--- src/rtl/count_pkg.sv ---
// Shared encodings for the count_stream job engine.
package count_pkg;

  typedef enum logic [1:0] {
    SEL_RSVD  = 2'b00,
    SEL_ZERO  = 2'b01,
    SEL_ONE   = 2'b10,
    SEL_TRANS = 2'b11
  } sel_t;

  typedef enum logic [1:0] {
    IDLE = 2'b00,
    RUN  = 2'b01,
    DONE = 2'b10
  } state_t;

endpackage

--- src/rtl/popcnt_w.sv ---
// Combinational population count of a W-bit vector.
// Latency 0; no handshake.
module popcnt_w #(
  parameter  int W  = 8,
  localparam int PW = $clog2(W + 1)
) (
  input  logic [W-1:0]  vec,
  output logic [PW-1:0] cnt
);

  always_comb begin
    cnt = '0;
    for (int i = 0; i < W; i++) begin
      cnt = cnt + PW'(vec[i]);
    end
  end

endmodule

--- src/rtl/count_stream.sv ---
// Counts ones, zeros or adjacent-bit transitions over an nwords-long input stream.
// done pulses nwords+1 cycles after start plus one per stall; in_ready is high for the whole RUN state.
module count_stream
  import count_pkg::*;
#(
  parameter  int W    = 8,
  parameter  int MAXN = 16,
  localparam int NW   = $clog2(MAXN) + 1,
  localparam int CW   = $clog2(W * MAXN + 1)
) (
  input  logic          clk,
  input  logic          rst,
  input  logic          start,
  input  logic [1:0]    sel,
  input  logic [NW-1:0] nwords,
  input  logic [W-1:0]  a_in,
  input  logic          in_valid,
  output logic          in_ready,
  output logic          busy,
  output logic          done,
  output logic          err,
  output logic [CW-1:0] cntout
);

  localparam int PW = $clog2(W + 1);

  state_t        state, state_nxt;
  sel_t          mode;
  logic [NW-1:0] remaining;
  logic [CW-1:0] acc;
  logic [CW-1:0] cnt_q;
  logic [CW-1:0] contrib;
  logic          prev_bit;
  logic          first_word;
  logic          err_q;
  logic          cfg_ok;
  logic          accept;
  logic [W-1:0]  trans_vec;
  logic [PW-1:0] pc_data;
  logic [PW-1:0] pc_trans;

  assign cfg_ok = (sel != SEL_RSVD) && (nwords != '0) && (nwords <= NW'(MAXN));
  assign accept = in_valid && in_ready;

  // Bit 0 carries the word-boundary transition, suppressed for the first word of a job.
  assign trans_vec = {a_in[W-1:1] ^ a_in[W-2:0], first_word ? 1'b0 : (a_in[0] ^ prev_bit)};

  popcnt_w #(.W(W)) u_pc_data  (.vec(a_in),      .cnt(pc_data));
  popcnt_w #(.W(W)) u_pc_trans (.vec(trans_vec), .cnt(pc_trans));

  always_comb begin
    contrib = '0;
    case (mode)
      SEL_ONE:   contrib = CW'(pc_data);
      SEL_ZERO:  contrib = CW'(W) - CW'(pc_data);
      SEL_TRANS: contrib = CW'(pc_trans);
      default:   contrib = '0;
    endcase
  end

  always_comb begin
    state_nxt = state;
    case (state)
      IDLE:    if (start) state_nxt = cfg_ok ? RUN : DONE;
      RUN:     if (accept && remaining == NW'(1)) state_nxt = DONE;
      DONE:    state_nxt = IDLE;
      default: state_nxt = IDLE;
    endcase
  end

  always_ff @(posedge clk) begin
    if (rst) begin
      state      <= IDLE;
      mode       <= SEL_RSVD;
      remaining  <= '0;
      acc        <= '0;
      cnt_q      <= '0;
      prev_bit   <= 1'b0;
      first_word <= 1'b1;
      err_q      <= 1'b0;
    end else begin
      state <= state_nxt;
      case (state)
        IDLE: begin
          if (start) begin
            mode       <= sel_t'(sel);
            remaining  <= nwords;
            acc        <= '0;
            prev_bit   <= 1'b0;
            first_word <= 1'b1;
            err_q      <= !cfg_ok;
          end
        end
        RUN: begin
          if (accept) begin
            acc        <= acc + contrib;
            remaining  <= remaining - NW'(1);
            prev_bit   <= a_in[W-1];
            first_word <= 1'b0;
          end
        end
        DONE:    cnt_q <= acc;
        default: ;
      endcase
    end
  end

  // acc is cleared at launch, so an error job reports zero without a special case.
  assign in_ready = (state == RUN);
  assign busy     = (state == RUN);
  assign done     = (state == DONE);
  assign err      = done && err_q;
  assign cntout   = done ? acc : cnt_q;

endmodule

--- config.mk ---
export PLATFORM = sky130hd
export DESIGN_NAME = count_stream
export DESIGN_NICKNAME = d
export VERILOG_FILES = /design/src/rtl/count_pkg.sv /design/src/rtl/popcnt_w.sv /design/src/rtl/count_stream.sv
export SDC_FILE = /design/constraint.sdc
export NUM_CORES = 1
export LEC_CHECK = 0
export ABC_AREA = 1
export CORE_ASPECT_RATIO = 2
export CORE_MARGIN = 1
export CORE_UTILIZATION = 50
export CTS_BUF_LIST = sky130_fd_sc_hd__clkbuf_8
export CTS_CLUSTER_DIAMETER = 50
export CTS_CLUSTER_SIZE = 16
export DETAILED_ROUTE_END_ITERATION = 12
export HOLD_SLACK_MARGIN = 0.12
export PLACE_DENSITY = 0.76
export SYNTH_ARGS = -nofsm -noshare
export SYNTH_HDL_FRONTEND = slang
export SYNTH_HIERARCHICAL = 1
export SYNTH_SLANG_ARGS = --single-unit
export TNS_END_PERCENT = 10
--- constraint.sdc ---
create_clock -name clk -period 4.2 [get_ports clk]
set_clock_uncertainty 0.1 [all_clocks]
set_input_delay 0.42 -clock clk [delete_from_list [all_inputs] [get_ports clk]]
set_output_delay 0.42 -clock clk [all_outputs]
set_load 0.01 [all_outputs]
Word-level counts from Yosys, hierarchy flattened
Cells that the tools add are included.
{ "totals": {"ramBits": 0, "rom_bits": 0, "ff_bits": 28, "in_bits": 19, "output_inout_bits": 12, "latchBits": 0, "n_memories": 0} }
{ "op_classes": {"div": 0, "addsub": 17, "n_bitwise": 2, "magnitude_cmp": 1, "eq_ne": 9, "shift": 0, "n_reduce_logical": 13, "muxes": 19, "multipliers": 0} }
{ "ops": {"columns": ["cell", "n"], "rows": [
  ["4-bit by 1-bit adder with 4-bit output", 12],
  ["8-bit two-way mux", 3],
  ["8-bit one-hot mux with 3 select lines", 1],
  ["8-bit one-hot mux with 2 select lines", 1],
  ["5-bit two-way mux", 2],
  ["5-bit one-hot mux with 2 select lines", 1],
  ["8-bit adder", 1],
  ["7-bit XOR", 1],
  ["2-bit equality test, second input constant", 3],
  ["2-bit two-way mux", 3],
  ["5-bit by 1-bit equality test with 1-bit output, second input constant", 1],
  ["5-bit less-or-equal comparator, second input constant", 1],
  ["1-bit logical AND", 5],
  ["1-bit two-way mux", 5],
  ["5-bit nonzero test", 1],
  ["4-bit by 4-bit subtractor with 5-bit output, first input constant", 1],
  ["5-bit by 1-bit subtractor with 5-bit output, second input constant", 1],
  ["1-bit by 1-bit adder with 2-bit output", 2],
  ["2-bit by 1-bit equality test with 1-bit output, second input constant", 2],
  ["2-bit by 1-bit inequality test with 1-bit output, second input constant", 2],
  ["1-bit one-hot mux with 2 select lines", 2],
  ["2-bit one-hot mux with 2 select lines", 1],
  ["2-bit AND reduction", 2],
  ["2-bit nonzero test", 2],
  ["other kinds (5)", 5]
]} }

Depth between registers and ports, before layout
{ "depth": {"depth_word": 13, "depth_mapped": 25} }

By module
The synthesis kept the hierarchy.
{ "by_module_without_submodules": {"columns": ["mod", "area_per_inst_um2", "cells_per_inst", "instances"], "rows": [
  ["count_stream", 1786.7, 263, 1],
  ["popcnt_w", 201.4, 29, 2]
]} }

Worst setup path before layout
No wires, ideal clock.
{ "synth_path": {"path_kind": "input-to-reg", "startpoint": "input port a_in[0]", "endpoint": "register acc[7]", "cell_stages": 22, "setup_slack_ns": -0.128, "arrival_ns": 4.102, "required_time_ns": 3.974, "path_cell_list": "inv_1 -> fa_1 -> fa_1 -> fa_1 -> inv_1 -> ha_1 -> inv_1 -> fa_1 -> inv_1 -> inv_1 -> ha_1 -> nand2_1 -> nand2_1 -> o211ai_1 -> ha_1 -> or2_2 -> nand2_1 -> nor2_1 -> nor2_1 -> nand2_1 -> nand3_1 -> a21oi_1"} }
{ "synth_via": {"word_cells_on_any_way": 22, "cone_classes": "add/sub: 16; mux: 4; bitwise: 2"} }
{ "synth_rtl": {"columns": ["item", "line", "text"], "rows": [
  ["start, declared", "count_stream.sv:16", "input logic [W-1:0] a_in,"],
  ["1-bit by 1-bit adder with 2-bit output *", "popcnt_w.sv:14", "cnt = cnt + PW'(vec[i]);"],
  ["4-bit by 1-bit adder with 4-bit output * (6 in a row)", "popcnt_w.sv:14", null],
  ["named net pc_data[1]", "count_stream.sv:39", "logic [PW-1:0] pc_data;"],
  ["4-bit by 4-bit subtractor with 5-bit output", "count_stream.sv:55", "SEL_ZERO: contrib = CW'(W) - CW'(pc_data);"],
  ["8-bit one-hot mux with 3 select lines *", "count_stream.sv:53", "case (mode)"],
  ["8-bit adder *", "count_stream.sv:96", "acc <= acc + contrib;"],
  ["8-bit two-way mux *", "count_stream.sv:95", "if (accept) begin"],
  ["8-bit one-hot mux with 2 select lines *", "count_stream.sv:83", "case (state)"],
  ["end signal, assigned", "count_stream.sv:96", null],
  ["end, declared", "count_stream.sv:30", "logic [CW-1:0] acc;"]
]} }
The timed path passes the listed nets; every way through them passes the cells marked *. The select of a mux whose other input is x is not followed.
A chain may end at the register's enable or synchronous reset.

Worst setup path after layout
{ "layout_path": {"startpoint": "input port a_in[3]", "endpoint": "register acc[7]"} }
{ "layout_via": {"elab_chain_len": 10, "word_cells_on_any_way": 16, "cone_classes": "add/sub: 12; mux: 3; bitwise: 1"} }
{ "layout_lines": {"columns": ["item", "line"], "rows": [
  ["4-bit by 1-bit adder with 4-bit output * (5 in a row)", "popcnt_w.sv:14"],
  ["named net pc_data[1]", "count_stream.sv:39"],
  ["4-bit by 4-bit subtractor with 5-bit output", "count_stream.sv:55"],
  ["8-bit one-hot mux with 3 select lines *", "count_stream.sv:53"],
  ["8-bit adder *", "count_stream.sv:96"],
  ["8-bit two-way mux *", "count_stream.sv:95"],
  ["8-bit one-hot mux with 2 select lines *", "count_stream.sv:83"]
]} }
Marked as above.

==> run metrics <==
fin nets=413; Cell Rows=33; vias in the first global route=2,061; crit path cell chain=buf_6 -> inv_2 -> fa_1 -> fa_1 -> fa_1 -> inv_1 -> ha_2 -> inv_2 -> fa_2 -> inv_2 -> inv_2 -> ha_4 -> nand2_4 -> nand2_2 -> o211ai_1 -> ha_1 -> or2_4 -> nand2_4 -> nor2_2 -> nor2_1 -> nand2_1 -> nand3_1 -> a21oi_1; # DRC=0; number of port buffers=30; clock root buffer=clkbuf_8; Worst-path clk slew=0.10 ns; fraction of layout cells with a size suffix above 1=21.5%; outcome=completed; Synth Cell Area=2190 um2; synth warn=6; Setup TNS=0 ns; GP Congestion=0.815; Post-Route Utilization=69.7%; final WL=5040 um; sequential share of the synthesized area=25.6%; cell taking the most area after synthesis=dfxtp_1; Max Fclk=240 MHz; HP Start=first_word; Worst Path Arrival=4.21 ns; io pins=31; Final Max Tran Viols=0; post-route minimum period=4.16 ns; most common cell after layout, fill and taps aside=inv_1; Register-to-Register Path Depth=22; final setup fails=0; Hold EP=first_word; final period utilization=99.1%; insertion delay to the later sink of the worst-skew pair=0.28 ns; drt pass-1 iters=4; WP buf/inv=6; gr usage total=23.8%; crit path kind=input pin to register; hpwl dp=3750 um; Die W=48.8 um; post-synth net total=365; worst min-delay path class=register to register; Die Ht=95.6 um; die area=4660 um2; global-route wire length before repair=8670 um; relative slew slack=59.5%; Top delay family on crit path=adder cells; Syn Area/Cell=6.82 um2; clk buf depth=2; Via density=5.07; hold path cells=2; antenna-violating nets left=0; register-to-register setup slack=0.06 ns; reg2reg end=acc[7]; Slew @ Worst Pin=0.606 ns; Cell Pwr Density=339 nW/um2; core footprint=4130 um2; CTS tree=yes; wire per inst=12.0 um; Synth Register Bits=28; dominant cells by area after synthesis=dfxtp_1, inv_1, nand2_1; crit-path most repeated cell=inv_2; clock sinks=28; Post-Syn Instances=321; pin count of the biggest net entering global routing=17; most frequent cells in the layout=inv_1, nand2_1, dfxtp_1, nor2_1, clkdlybuf4s50_1; Levels on crit path=23; Remaining Overflow, GRT=0; post-synth cell types=25; CP max stage cell=fa_1; Max stage delay on crit path=0.54 ns; Layout area overhead=31.4%; Worst Setup Start Kind=input pin; n_diodes=0; Worst Path Max Fanout=3; H-Tree Level Count=1; worst r2r src=prev_bit; DRT iter0 DRCs=47; Leak=1.48 nW; Final Hold Vio Count=0; RSZ-0062 raised after global routing=yes; CTS buffer count=3; maximum vdd ir drop=0.454 mV; max cap viols=0; crit path capture type=register; vias=2,130; CP required=4.25 ns; starting density of the core=53.0%; initial antenna violation count=0; top cell type's share of synthesized area=25.6%
-- tightest hold or removal path, stage by stage (launching register included) --
cell and delay, ns:
dfxtp_1 0.34, nand2_1 0.06, nand3_1 0.05
-- metal layers --
metal / global-route usage, % / part of all wire, % / vias to the layer above
met5: 0 / 0 / -
met3: 2.07 / 3.1 / 13
met2: 45.9 / 55 / 52
li1: - / - / 1083
met4: 10.8 / 2.6 / 0
met1: 25.6 / 40 / 982
-- layout make-up --
class	count	area (um2)
Tap cell	52	65.1
Inverter	73	274
Clock buffer	3	41.3
Multi-Input combinational cell	214	1450
Sequential cell	28	561
Clock inverter	1	30.0
Fill cell	363	1250
Timing Repair Buffer	49	454
-- repair_timing --
item,4_1_cts,5_1_grt
endpoints found under the hold margin,0,0
pin swaps,22,25
setup endpoints to repair,7,6
resized for setup,42,18
setup buffers,1,1
hold buffers,0,0
-- synthesized netlist by cell type, drive strengths merged --
cell type  count
a211oi         1
nand3b         1
a21oi         14
o21ai         22
fa             9
inv           72
or2           10
a31oi          5
nor2          31
buf            3
xor2          12
clkbuf         3
clkinv         1
nand3         21
dfxtp         28
o211ai         3
xnor2          2
nand2         63
ha            16
nand4          4
-- registers in the layout, indices dropped and copies added, names as in the netlist --
| signal | flops |
|---|---|
| cnt_q | 8 |
| state | 2 |
| remaining | 5 |
| acc | 8 |
| first_word | 1 |
| err_q | 1 |
| mode | 2 |
| prev_bit | 1 |
-- how the worst max path moves through the flow --
| stage | startpoint | end | slack, ns |
|---|---|---|---|
| final | a_in[3] | acc[7] | 0.04 |
| after global routing | a_in[3] | acc[7] | -0.1 |
| after CTS | a_in[0] | acc[7] | -0.03 |
| after detailed placement | a_in[0] | acc[7] | -0.75 |
| after global placement | a_in[0] | acc[7] | -0.67 |
| after floorplan | a_in[0] | acc[7] | -0.05 |
-- where the power goes --
part	internal (mW)	total [mW]	leakage (nW)	switching, mW
clock network	0.128	0.216	0.0357	0.0878
registers	0.285	0.299	0.229	0.0135
logic	0.212	0.460	1.22	0.248
-- per-stage QoR --
step	setup slack, ns	cell area (um2)	hold slack [ns]	cells	power, mW
detailed placement	-0.750	2650	0.351	414	0.694
finish	0.0368	2880	0.370	420	0.975
floorplan	-0.0482	2190	0.330	321	0.562
global placement	-0.665	2650	0.347	414	0.682
CTS	-0.0314	2820	0.377	419	0.952
global route	-0.0991	2880	0.414	420	1.04
-- cells by family (layout without fill, tap and decap cells) --
group                    Yosys count  in the layout  synth area share [%]
AO/OA/AOI/OAI                     45             45                  11.0
XOR/XNOR                          14             14                  5.60
adder cells (fa/ha/maj)           25             25                  17.4
buffers and inverters             79            126                  14.2
flip-flops                        28             28                  25.6
AND/OR/NAND/NOR                  130            130                  26.2
No activity file was read; power rests on OpenSTA's default activity.
